<file path="src/rtl/ft232h_tx_arbiter_if.sv">
// Channel-side and driver-side signals of the FT232H transmit arbiter.
// The slave modport is the arbiter's view; master is the producer/driver side.
interface ft232h_tx_arbiter_if #(
  parameter int unsigned NUM_CH = 4
);
  logic [8*NUM_CH-1:0] ch_data_in;
  logic [NUM_CH-1:0]   ch_valid_in;
  logic [NUM_CH-1:0]   ch_full_out;
  logic [NUM_CH-1:0]   ch_overflow_out;
  logic [7:0]          fifo_data_out;
  logic                fifo_data_valid_out;
  logic                fifo_ready_in;

  modport master (
    output ch_data_in,
    output ch_valid_in,
    output fifo_ready_in,
    input  ch_full_out,
    input  ch_overflow_out,
    input  fifo_data_out,
    input  fifo_data_valid_out
  );

  modport slave (
    input  ch_data_in,
    input  ch_valid_in,
    input  fifo_ready_in,
    output ch_full_out,
    output ch_overflow_out,
    output fifo_data_out,
    output fifo_data_valid_out
  );
endinterface

</file>
<file path="src/rtl/ft232h_tx_arbiter.sv">
// Round-robin packetizer sharing one FT232H transmit path among NUM_CH byte producers.
// Each packet is a {channel, length} header byte followed by up to MAX_BURST payload bytes.
module ft232h_tx_arbiter #(
  parameter int unsigned NUM_CH     = 4,
  parameter int unsigned FIFO_DEPTH = 16,
  parameter int unsigned MAX_BURST  = 15
) (
  input logic              clk_in,
  input logic              nreset_in,
  ft232h_tx_arbiter_if.slave io_bus
);

  localparam int unsigned AW = $clog2(FIFO_DEPTH);
  localparam int unsigned CW = AW + 1;
  localparam int unsigned GW = (NUM_CH > 1) ? $clog2(NUM_CH) : 1;

  typedef enum logic [1:0] {StIdle, StHeader, StPayload} state_e;

  logic [7:0]        r_mem   [NUM_CH][FIFO_DEPTH];
  logic [AW-1:0]     r_wptr  [NUM_CH];
  logic [AW-1:0]     r_rptr  [NUM_CH];
  logic [CW-1:0]     r_count [NUM_CH];
  logic [CW-1:0]     w_count_d [NUM_CH];
  logic [NUM_CH-1:0] w_push, w_pop, w_full_now;
  logic [NUM_CH-1:0] r_full, r_ovf;

  state_e        r_state, w_state_d;
  logic [GW-1:0] r_gnt, w_gnt_d;
  logic [GW-1:0] r_rr_ptr, w_rr_ptr_d;
  logic [3:0]    r_len, w_len_d;
  logic [3:0]    r_rem, w_rem_d;
  logic          w_found;
  logic [GW-1:0] w_sel;
  logic [3:0]    w_len;
  logic [3:0]    w_gnt4;

  always_comb begin
    for (int k = 0; k < NUM_CH; k++) begin
      w_full_now[k] = (r_count[k] == CW'(FIFO_DEPTH));
      // A full FIFO drops the push even if it is popped in the same cycle.
      w_push[k] = io_bus.ch_valid_in[k] & ~w_full_now[k];
      w_pop[k]  = (r_state == StPayload) && io_bus.fifo_ready_in && (r_gnt == GW'(k));
      w_count_d[k] = r_count[k];
      if (w_push[k] && !w_pop[k]) begin
        w_count_d[k] = r_count[k] + 1'b1;
      end else if (w_pop[k] && !w_push[k]) begin
        w_count_d[k] = r_count[k] - 1'b1;
      end
    end
  end

  always_ff @(posedge clk_in) begin
    for (int k = 0; k < NUM_CH; k++) begin
      if (w_push[k]) begin
        r_mem[k][r_wptr[k]] <= io_bus.ch_data_in[8*k +: 8];
      end
    end
  end

  always_ff @(posedge clk_in) begin
    if (!nreset_in) begin
      for (int k = 0; k < NUM_CH; k++) begin
        r_wptr[k]  <= '0;
        r_rptr[k]  <= '0;
        r_count[k] <= '0;
      end
      r_full <= '0;
      r_ovf  <= '0;
    end else begin
      for (int k = 0; k < NUM_CH; k++) begin
        if (w_push[k]) begin
          r_wptr[k] <= r_wptr[k] + 1'b1;
        end
        if (w_pop[k]) begin
          r_rptr[k] <= r_rptr[k] + 1'b1;
        end
        r_count[k] <= w_count_d[k];
        r_full[k]  <= (w_count_d[k] == CW'(FIFO_DEPTH));
        if (io_bus.ch_valid_in[k] && w_full_now[k]) begin
          r_ovf[k] <= 1'b1;
        end
      end
    end
  end

  // Rotating priority scan starting at the round-robin pointer.
  always_comb begin
    int unsigned   idx;
    logic [GW-1:0] cand;
    idx     = 0;
    cand    = '0;
    w_found = 1'b0;
    w_sel   = '0;
    for (int unsigned i = 0; i < NUM_CH; i++) begin
      idx = 32'(r_rr_ptr) + i;
      if (idx >= NUM_CH) begin
        idx = idx - NUM_CH;
      end
      cand = GW'(idx);
      if (!w_found && (r_count[cand] != '0)) begin
        w_found = 1'b1;
        w_sel   = cand;
      end
    end
    w_len = (r_count[w_sel] > CW'(MAX_BURST)) ? 4'(MAX_BURST) : 4'(r_count[w_sel]);
  end

  always_ff @(posedge clk_in) begin
    if (!nreset_in) begin
      r_state  <= StIdle;
      r_gnt    <= '0;
      r_rr_ptr <= '0;
      r_len    <= '0;
      r_rem    <= '0;
    end else begin
      r_state  <= w_state_d;
      r_gnt    <= w_gnt_d;
      r_rr_ptr <= w_rr_ptr_d;
      r_len    <= w_len_d;
      r_rem    <= w_rem_d;
    end
  end

  always_comb begin
    w_state_d  = r_state;
    w_gnt_d    = r_gnt;
    w_rr_ptr_d = r_rr_ptr;
    w_len_d    = r_len;
    w_rem_d    = r_rem;
    unique case (r_state)
      StIdle: begin
        if (w_found) begin
          w_gnt_d   = w_sel;
          w_len_d   = w_len;
          w_state_d = StHeader;
        end
      end
      StHeader: begin
        if (io_bus.fifo_ready_in) begin
          w_rem_d   = r_len;
          w_state_d = StPayload;
        end
      end
      StPayload: begin
        if (io_bus.fifo_ready_in) begin
          w_rem_d = r_rem - 4'd1;
          if (r_rem == 4'd1) begin
            w_state_d  = StIdle;
            w_rr_ptr_d = (r_gnt == GW'(NUM_CH - 1)) ? '0 : r_gnt + 1'b1;
          end
        end
      end
      default: w_state_d = StIdle;
    endcase
  end

  assign w_gnt4 = 4'(r_gnt);

  always_comb begin
    io_bus.fifo_data_valid_out = 1'b0;
    io_bus.fifo_data_out       = 8'h00;
    unique case (r_state)
      StHeader: begin
        io_bus.fifo_data_valid_out = 1'b1;
        io_bus.fifo_data_out       = {w_gnt4, r_len};
      end
      StPayload: begin
        io_bus.fifo_data_valid_out = 1'b1;
        io_bus.fifo_data_out       = r_mem[r_gnt][r_rptr[r_gnt]];
      end
      default: ;
    endcase
  end

  assign io_bus.ch_full_out     = r_full;
  assign io_bus.ch_overflow_out = r_ovf;

endmodule

</file>
<file path="src/flat_wrapper.sv">
// flat-port wrapper written by rule: the top's interface ports become plain ports
module ft232h_tx_arbiter_flat 
#(
  parameter int unsigned NUM_CH     = 4,
  parameter int unsigned FIFO_DEPTH = 16,
  parameter int unsigned MAX_BURST  = 15
)
  (clk_in, nreset_in, io_bus_ch_data_in, io_bus_ch_valid_in, io_bus_fifo_ready_in, io_bus_ch_full_out, io_bus_ch_overflow_out, io_bus_fifo_data_out, io_bus_fifo_data_valid_out);
  ft232h_tx_arbiter_if #(.NUM_CH(NUM_CH)) io_bus_i ();
  input logic clk_in;
  input logic nreset_in;
  input wire logic [$bits(io_bus_i.ch_data_in)-1:0] io_bus_ch_data_in;
  input wire logic [$bits(io_bus_i.ch_valid_in)-1:0] io_bus_ch_valid_in;
  input wire logic [$bits(io_bus_i.fifo_ready_in)-1:0] io_bus_fifo_ready_in;
  output wire logic [$bits(io_bus_i.ch_full_out)-1:0] io_bus_ch_full_out;
  output wire logic [$bits(io_bus_i.ch_overflow_out)-1:0] io_bus_ch_overflow_out;
  output wire logic [$bits(io_bus_i.fifo_data_out)-1:0] io_bus_fifo_data_out;
  output wire logic [$bits(io_bus_i.fifo_data_valid_out)-1:0] io_bus_fifo_data_valid_out;
  assign io_bus_i.ch_data_in = io_bus_ch_data_in;
  assign io_bus_i.ch_valid_in = io_bus_ch_valid_in;
  assign io_bus_i.fifo_ready_in = io_bus_fifo_ready_in;
  assign io_bus_ch_full_out = io_bus_i.ch_full_out;
  assign io_bus_ch_overflow_out = io_bus_i.ch_overflow_out;
  assign io_bus_fifo_data_out = io_bus_i.fifo_data_out;
  assign io_bus_fifo_data_valid_out = io_bus_i.fifo_data_valid_out;
  ft232h_tx_arbiter #(.NUM_CH(NUM_CH), .FIFO_DEPTH(FIFO_DEPTH), .MAX_BURST(MAX_BURST)) u_core (.clk_in(clk_in), .nreset_in(nreset_in), .io_bus(io_bus_i));
endmodule
</file>
<file path="config.mk">
export PLATFORM = sky130hd
export DESIGN_NAME = ft232h_tx_arbiter_flat
export DESIGN_NICKNAME = d
export VERILOG_FILES = /design/src/rtl/ft232h_tx_arbiter_if.sv /design/src/rtl/ft232h_tx_arbiter.sv /design/src/flat_wrapper.sv
export SDC_FILE = /design/constraint.sdc
export NUM_CORES = 1
export LEC_CHECK = 0
export CELL_PAD_IN_SITES_DETAIL_PLACEMENT = 0
export CELL_PAD_IN_SITES_GLOBAL_PLACEMENT = 1
export CORE_MARGIN = 1.5
export CORE_UTILIZATION = 52
export DETAILED_ROUTE_END_ITERATION = 10
export PLACE_DENSITY_LB_ADDON = 0.1
export SKIP_CTS_REPAIR_TIMING = 1
export SLEW_MARGIN = 5
export SYNTH_ARGS = -nofsm -noshare
export SYNTH_HDL_FRONTEND = slang
export SYNTH_SLANG_ARGS = --single-unit
export TNS_END_PERCENT = 5
</file>
<file path="constraint.sdc">
create_clock -name clk_in -period 3.4 [get_ports clk_in]
set_input_delay 0.34 -clock clk_in [delete_from_list [all_inputs] [get_ports clk_in]]
set_output_delay 0.34 -clock clk_in [all_outputs]
set_load 0.01 [all_outputs]
</file>
# Yosys cells after proc, flatten, opt, wreduce, memory -nomap -nowiden
# Memories as Yosys holds them, arrays and structs flattened. A register that Yosys moved wholly into a read port is not among the register bits.
# Index checks and enable logic that the tools add are counted.
# word_totals
regBits	22
ramBits	564
in_bits	39
output_inout_bits	17
wordCells	232
n_memories	4
# op_classes
add_sub_neg	25
order_cmp	14
n_eq_ne	18
n_mux	89
bitwise	25
reduce_logical	47
# memory_table
name	words	width	read_ports	rd_ports_with_merged_regs	write_ports	line	rtl
u_core.r_mem	4	128	1	1	4	ft232h_tx_arbiter.sv:19	logic [7:0] r_mem [NUM_CH][FIFO_DEPTH];
u_core.r_count	4	5	9	0	4	ft232h_tx_arbiter.sv:22	logic [CW-1:0] r_count [NUM_CH];
u_core.r_rptr	4	4	5	1	4	ft232h_tx_arbiter.sv:21	logic [AW-1:0] r_rptr [NUM_CH];
u_core.r_wptr	4	4	4	0	4	ft232h_tx_arbiter.sv:20	logic [AW-1:0] r_wptr [NUM_CH];
# ops
cell	count
2-to-1 mux 128 bit	4
demux 8 bit (select 4 bit)	4
2-to-1 mux 5 bit	12
2-to-1 mux 8 bit	6
2-to-1 mux 4 bit	11
equality test 5 bit, second input constant	8
2-to-1 mux 2 bit	17
adder 4 x 1 -> 4 bit, second input constant	8
binary-select mux 8 bit (select 4 bit)	1
2-to-1 mux 1 bit	31
>= comparator 5 bit, second input constant	5
NOT 4 -> 5 bit	5
logical AND 1 bit	24
adder 5 x 1 -> 5 bit, second input constant	4
< comparator 5 x 1 -> 1 bit, second input constant	4
nonzero test 5 bit	4
subtractor 5 x 1 -> 5 bit, second input constant	4
one-hot mux 8 bit (2 select lines)	1
bitwise OR 1 bit	12
logical NOT 1 bit	11
>= comparator 3 bit, second input constant	3
one-hot mux 4 bit (2 select lines)	1
subtractor 2 x 1 -> 2 bit, second input constant	4
adder 2 x 2 -> 3 bit, second input constant	2
19 further kinds	32

# Depth between registers and ports, before layout
# An unclocked memory read counts as a cell.
# logic_depth
ltp_word	17
mapped_depth	12
ltp_nobuf	9

# Worst setup path before layout
# No wires, ideal clock.
# synth_timing
kind	flip-flop to output port
startpoint	mem u_core.r_rptr[0][0] (netlist bit)
endpoint	out io_bus_fifo_data_out[1]
arrival_ns	2.561
required_time_ns	3.060
path_slack_ns	0.499
stages_incl_launch_ff	10
path_buffers	3
path_cell_list	edfxtp_1 > buf_2 > mux2_4 > buf_6 > mux2i_2 > buf_4 > mux4_2 > mux2i_1 > o32ai_1 > or3_1
# synth_rtl
item	line	rtl
from (decl)	ft232h_tx_arbiter.sv:21	
to (decl)	flat_wrapper.sv:17	output wire logic [$bits(io_bus_i.fifo_data_out)-1:0] io_bus_fifo_data_out;

==> results.md <==
- Largest cells by area after synthesis: edfxtp_1 64%, mux4_2 4.8%, nand2_1 3.9%
- Clock Root Buffer: clkbuf_16
- Post-DP HPWL: roughly 53000 µm
- Fmax: ~260 MHz
- Critical path's slowest cell: mux4_4
- Clock Sinks: 590
- Synthesized net count: 1842
- GR Overflow Total: 0
- Max Clock Skew: between 0.015 and 0.02 ns
- Post-synth ARST share: 0
- Hold WC Path Type: in2reg
- Clock slew seen by the registers of the worst setup and hold paths: 0.06 ns
- Tot Pwr: approximately 21000 µW
- Setup CP Type: reg2out
- Vias in the first global route: 15.5k
- Final Hold Viols: 0
- Drt drc: 0
- Distinct cells, synth: 67
- Number of synthesized flops with an enable pin: ~540
- Placed cell count: 2508
- Core area: 47900 µm²
- Largest net degree at the start of global routing: 45
- Final Wtd Congestion: about 1
- Yosys top cell area share: 0.645
- Most numerous cell in the Yosys netlist: edfxtp_1
- Crit path required time: 3.06 ns
- 1st-iter DRT viols: around 1.9k
- Min Hold Slack: roughly 0.29 ns
- Outcome: finished, violations left
- Detailed Routing Iterations Pass 1: 8
- Vias/cell: roughly 6
- CP peak stage delay: roughly 0.77 ns
- Share of post-route cells with drive strength above 1: 0.188
- Unrepaired setup endpoints after global routing: yes
- P per Cell Area: ~700 nW/µm²
- Routed vias: approximately 16k
- Drt wl/cell: between 20 and 30 µm
- Total Routing Usage GR: 0.298
- Clk buf depth: 3
- Area grow syn2layout: 17.2%
- Initial Utilization: 0.528
- Row cnt: 80
- Worst skew pair latency: around 0.62 ns
- # IOs: 56
- Sequential element share of the synthesized area: 0.681
- First-pass GRT wire length: between 100000 and 150000 µm
- Nets@finish: 2035
- Worst rel slew slack: 0.447
- Die area: 50100 µm²
- Period utilization: 1.13
- Worst vdd ir: around 0.00046 V
- Post-synthesis average cell area: approximately 14 µm²
- Total Wirelength: between 70000 and 80000 µm
- CP cell instances: mux4_4 -> buf_6 -> mux4_2 -> mux2i_1 -> o22ai_1 -> or4_4 -> clkbuf_2
- Most common library cells after synthesis: 544 x edfxtp_1, 261 x nand2_1, 91 x nand3_1
- Flops & latches, synth: around 600
- CP Data Arrival Time: 3.50 ns
- Cell Area, Synth: 25300 µm²
- Post-Layout Cell Count: 2622
- Startpoint Class: flip-flop
- Cell taking the most area after synthesis: edfxtp_1
- CP delay by family, top: multiplexers
- Final setup violation count: 8
- Primary FF master, synth: edfxtp_1
- Min Tclk post-route: 3.84 ns
- CTS HTree Levels: 2
- Number of port buffers: 55
- Failing checks: negative setup slack
- Gate Count Post-Synth: about 1.8k
- Critical Path Fanout Max: 14
- CTS tree: done
- Least-Margin Pin Slew: approximately 0.83 ns
- Die height: ~220 µm
- Worst setup margin: -0.437 ns
- Antenna-violating nets left: 0
- Max Cap Viol: 0
- Die X: around 220 µm
- Inserted Clock Buffers: 58
- Yosys warning total: 0
- Filler cells: ~3.6k
- Slew Limit Fails: 0
- Crit path buf inv count: 2
- Initial antenna violation count: 3
- CP endpoint kind: output pin
- Pleak: about 0.011 µW
-- kinds of logic after synthesis --
family / after synthesis / share of synthesized area
adders and majority gates: 38 / 0.0188
buffers and inverters: 138 / 0.0259
and+or+nand+nor: 615 / 0.114
xor gates and xnor gates: 29 / 0.0100
muxes: 157 / 0.0939
DFF: 590 / 0.681
AOI/OAI and AO/OA: 198 / 0.0564
-- state kept, by name, indices dropped and copies added, names as in the netlist, named ones only --
register and cells:
u_core.io_bus.ch_full_out 4, u_core.io_bus.ch_overflow_out 4, u_core.r_count 20, u_core.r_gnt 2
u_core.r_len 4, u_core.r_mem 512, u_core.r_rem 4, u_core.r_rptr 16
u_core.r_rr_ptr 2, u_core.r_state 2, u_core.r_wptr 16
-- placed cells by master, fill, tap and decap left out, types with 9 or more instances in the layout --
| cell type | count |
|---|---|
| a32oi_1 | 12 |
| clkinv_2 | 14 |
| nand3_1 | 91 |
| edfxtp_1 | 544 |
| and2_1 | 51 |
| clkbuf_1 | 9 |
| buf_12 | 17 |
| nor3_1 | 14 |
| buf_4 | 148 |
| and3_1 | 38 |
| clkbuf_16 | 61 |
| xnor2_1 | 12 |
| clkdlybuf4s50_1 | 46 |
| nand2_1 | 260 |
| a311oi_1 | 13 |
| clkinv_1 | 11 |
| a31oi_1 | 23 |
| nor2_1 | 88 |
| o22ai_1 | 12 |
| mux2i_1 | 87 |
| inv_1 | 39 |
| ha_1 | 38 |
| a21oi_1 | 23 |
| o21ai_0 | 22 |
| dfxtp_1 | 44 |
| nor2b_1 | 15 |
| mux4_2 | 54 |
| xor2_1 | 17 |
| o211ai_1 | 9 |
-- per-stage QoR --
stage          cell area, µm²  setup WS (ns)   util  setup TNS, ns
6_report                29700         -0.437  0.620          -3.24
5_1_grt                 29700         -0.482  0.620          -3.52
4_1_cts                 29500         -0.866  0.614          -6.45
3_5_place_dp            27700         -0.206  0.577          -1.09
3_3_place_gp            27700         -0.244  0.577         -0.808
2_1_floorplan           25300          0.499      -              0
-- worst min-delay path, cell delays in order --
cell and delay, ns:
buf_2 0.33, nand2_1 0.14, nor2_1 0.03
-- layer usage --
layer	up-vias	global-route usage	wire length (µm)
li1	7131	-	-
met1	8176	0.406	30700
met2	698	0.475	35500
met3	139	0.0529	5680
met4	0	0.130	3220
met5	-	0	0
-- final timing paths --
kind	startpoint	end	slack, ns	cells past startpoint
worst min-delay path	nreset_in	u_core.r_count[2][1]$_SDFF_PN0_	0.29	3
worst min register to register	u_core.io_bus.ch_overflow_out[3]$_SDFFE_PN0P_	u_core.io_bus.ch_overflow_out[3]$_SDFFE_PN0P_	0.51	2
worst max-delay path	u_core.r_rptr[0][1]$_SDFFCE_PN0P_	io_bus_fifo_data_out[5]	-0.44	7
worst max register to register	u_core.r_count[3][4]$_SDFF_PN0_	u_core.r_len[1]$_SDFFE_PN0P_	0.56	7
-- final cells by class --
class	count	area, µm²	area share
inverters	40	150	0.00505
clock buffers	67	1490	0.0500
flip-flops and latches	590	17300	0.581
well taps	615	769	0.0259
repair buffers	231	2130	0.0718
diodes	3	7.51	0.000253
multi-input cells	1037	7600	0.256
clock inverters	39	295	0.00994
-- power breakdown --
group | switching [µW] | internal, µW | total [µW]
sequential | 203 | 8150 | 8360
combinational | 3640 | 2570 | 6210
clock | 2740 | 3360 | 6090
No activity file was read; power rests on OpenSTA's default activity.
==> patch (config.mk and constraints unchanged) <==
The 3 states of `state_e` get a one-hot encoding in 3 bits.
--- a/src/rtl/ft232h_tx_arbiter.sv
+++ b/src/rtl/ft232h_tx_arbiter.sv
@@ -14,7 +14,7 @@
   localparam int unsigned CW = AW + 1;
   localparam int unsigned GW = (NUM_CH > 1) ? $clog2(NUM_CH) : 1;
 
-  typedef enum logic [1:0] {StIdle, StHeader, StPayload} state_e;
+  typedef enum logic [2:0] {StIdle = 3'b001, StHeader = 3'b010, StPayload = 3'b100} state_e;
 
   logic [7:0]        r_mem   [NUM_CH][FIFO_DEPTH];
   logic [AW-1:0]     r_wptr  [NUM_CH];
Function: same outputs for any inputs over 4 cycles, from zero or initial values and one cycle with nreset_in low; so few cycles prove little.
==> patch against the original RTL <==
  * The flow still finishes with violations (setup timing)
  * Count of clock-buffer cells in the layout up 7
  * Synthesized area fell by 0.83%
  * Setup slack got worse by 0.016 ns
  * Sequential cell count is 1 higher
  * Critical path depth unchanged
  * Total power down 8.3%
  * Wire length fell by 1.8%
  * Design area increased by 0.49%
  * Die area decreased by 0.82%
  * Worst hold slack lost 0.13 ns
  * Largest power group unchanged
  * Highest routed layer is now met5
==> patch: results (changes against the original RTL) <==
| Metric | Value |
|---|---|
| Cell Count, Final, Fillers Out | 2553 (was 2622) |
| Setup-failing EPs final | 8 (unchanged) |
| Final worst slack | -0.453 ns (was -0.437 ns) |
| Crit. Startpoint | u_core.r_rptr[1][0]$_SDFFCE_PN0P_ (was u_core.r_rptr[0][1]$_SDFFCE_PN0P_) |
| Clock Pin Slew Worst Setup and Hold Paths | 0.06 ns (about the same) |
| Initial antenna violation count | 2 (was 3) |
| Max reg flops | 512 (unchanged) |
| Worst-margin pin slew | 1.07 ns (was 0.827 ns) |
| Final estimated routing congestion in global placement | 0.967 (was 0.977) |
| Cell Area, Placed | 27600 sq um (was 27700 sq um) |
| Clk_skew | 0.0198 ns (was 0.0175 ns) |
| Synth top cells by count | edfxtp_1, nand2_1, nor2_1 (was edfxtp_1, nand2_1, nand3_1) |
| Number of global-route vias before repair | 15408 (was 15513) |
| Clock Latency Late Sink | 0.62 ns (about the same) |
| Violated checks | setup timing (unchanged) |
| Nets@finish | 1963 (was 2035) |
| DP Cell Count | 2434 (was 2508) |
| Distinct cells, synth | 69 (was 67) |
| CP max-delay cell | mux4_4 (unchanged) |
| CTS Buf Count | 60 (was 58) |
| Top post-synthesis cells by area | edfxtp_1, mux4_2, mux2i_1 (was edfxtp_1, mux4_2, nand2_1) |
| Largest net degree at the start of global routing | 37 (was 45) |
| Worst IR Drop VDD | 0.000565 V (was 0.000463 V) |
| Syn nets | 1740 (was 1842) |
| Synth Area per Inst | 15.1 sq um (was 14.4 sq um) |
| First-pass GRT wire length | 105 mm (was 106 mm) |
| Crit-path max FO | 6 (was 14) |
| Number of H-tree levels | 2 (unchanged) |
| FILL cells | 3522 (was 3649) |
| Reg2reg start | u_core.r_count[1][2]$_SDFF_PN0_ (was u_core.r_count[3][4]$_SDFF_PN0_) |
| Setup TNS | -2.83 ns (was -3.24 ns) |
| Ratio of cells with drive above 1 in the final layout | 20.6% (was 18.8%) |
| CTS Buffer Depth | 3 (unchanged) |
| Arrival time at the worst endpoint | 3.51 ns (was 3.50 ns) |
| Port bufs | 55 (unchanged) |
| Router iterations before antenna repair | 5 (was 8) |
| Final wirelength | 73.7 mm (was 75.1 mm) |
| GRT Util Overall | 29.7% (was 29.8%) |
| Dpl hpwl | 51.7 mm (was 53.3 mm) |
| Pleak | 10.5 nW (about the same) |
| Synth-to-Final Area Change | 18.8% (was 17.2%) |
| N_diodes | 0 (was 3) |
| Slowest stage delay, CP | 0.69 ns (was 0.77 ns) |
| DP Worst Slack | -0.139 ns (was -0.206 ns) |
| Status | complete, but fails checks (unchanged) |
| Vias per cell | 6.24 (was 6.16) |
| Initial DRC count | 1732 (was 1898) |
| Register area share after synthesis | 68.8% (was 68.1%) |
==> patch: final timing paths <==
path	slack [ns]	to	cells past startpoint
min	0.16	u_core.r_state[0]$_SDFFE_PN1P_	3
max	-0.45	io_bus_fifo_data_out[6]	7
min reg2reg	0.46	u_core.io_bus.ch_overflow_out[3]$_SDFFE_PN0P_	1
max reg2reg	0.35	u_core.r_len[2]$_SDFFE_PN0P_	7
==> patch: cell type report <==
| class | instances | share of cell area [%] |
|---|---|---|
| sequential | 591 | 57.9 |
| timing repair buffer | 252 | 7.32 |
| clock buffer | 74 | 5.35 |
| clock inverter | 36 | 1.39 |
| inverter | 33 | 0.415 |
| multi-input combinational | 952 | 25.0 |
| tap | 615 | 2.58 |
==> patch: kinds of logic (layout without fill, tap and decap cells) <==
group           after synthesis  in the layout  synth area share [%]
simple gates                481            481                  9.11
xor+xnor                     27             27                 0.941
fa+ha+maj                    34             34                  1.69
buf+inv                     124            395                  1.99
flops                       591            591                  68.8
compound gates              226            226                  6.61
mux                         184            184                  10.9
==> patch: per-layer routing <==
| layer | part of all wire (%) | track usage (%) | vias up |
|---|---|---|---|
| met1 | 40 | 40.4 | 8042 |
| met3 | 8.6 | 6.07 | 168 |
| met5 | 0.012 | 0 | - |
| met4 | 4.2 | 11.8 | 2 |
| met2 | 47 | 47.1 | 797 |
| li1 | - | - | 6915 |
==> patch: report_power, final <==
| part | leakage [nW] | total (mW) | switching, mW | internal, mW |
|---|---|---|---|---|
| logic | 4.13 | 3.91 | 2.25 | 1.67 |
| clock network | 0.969 | 6.75 | 2.75 | 4.00 |
| registers | 5.35 | 8.28 | 0.150 | 8.13 |
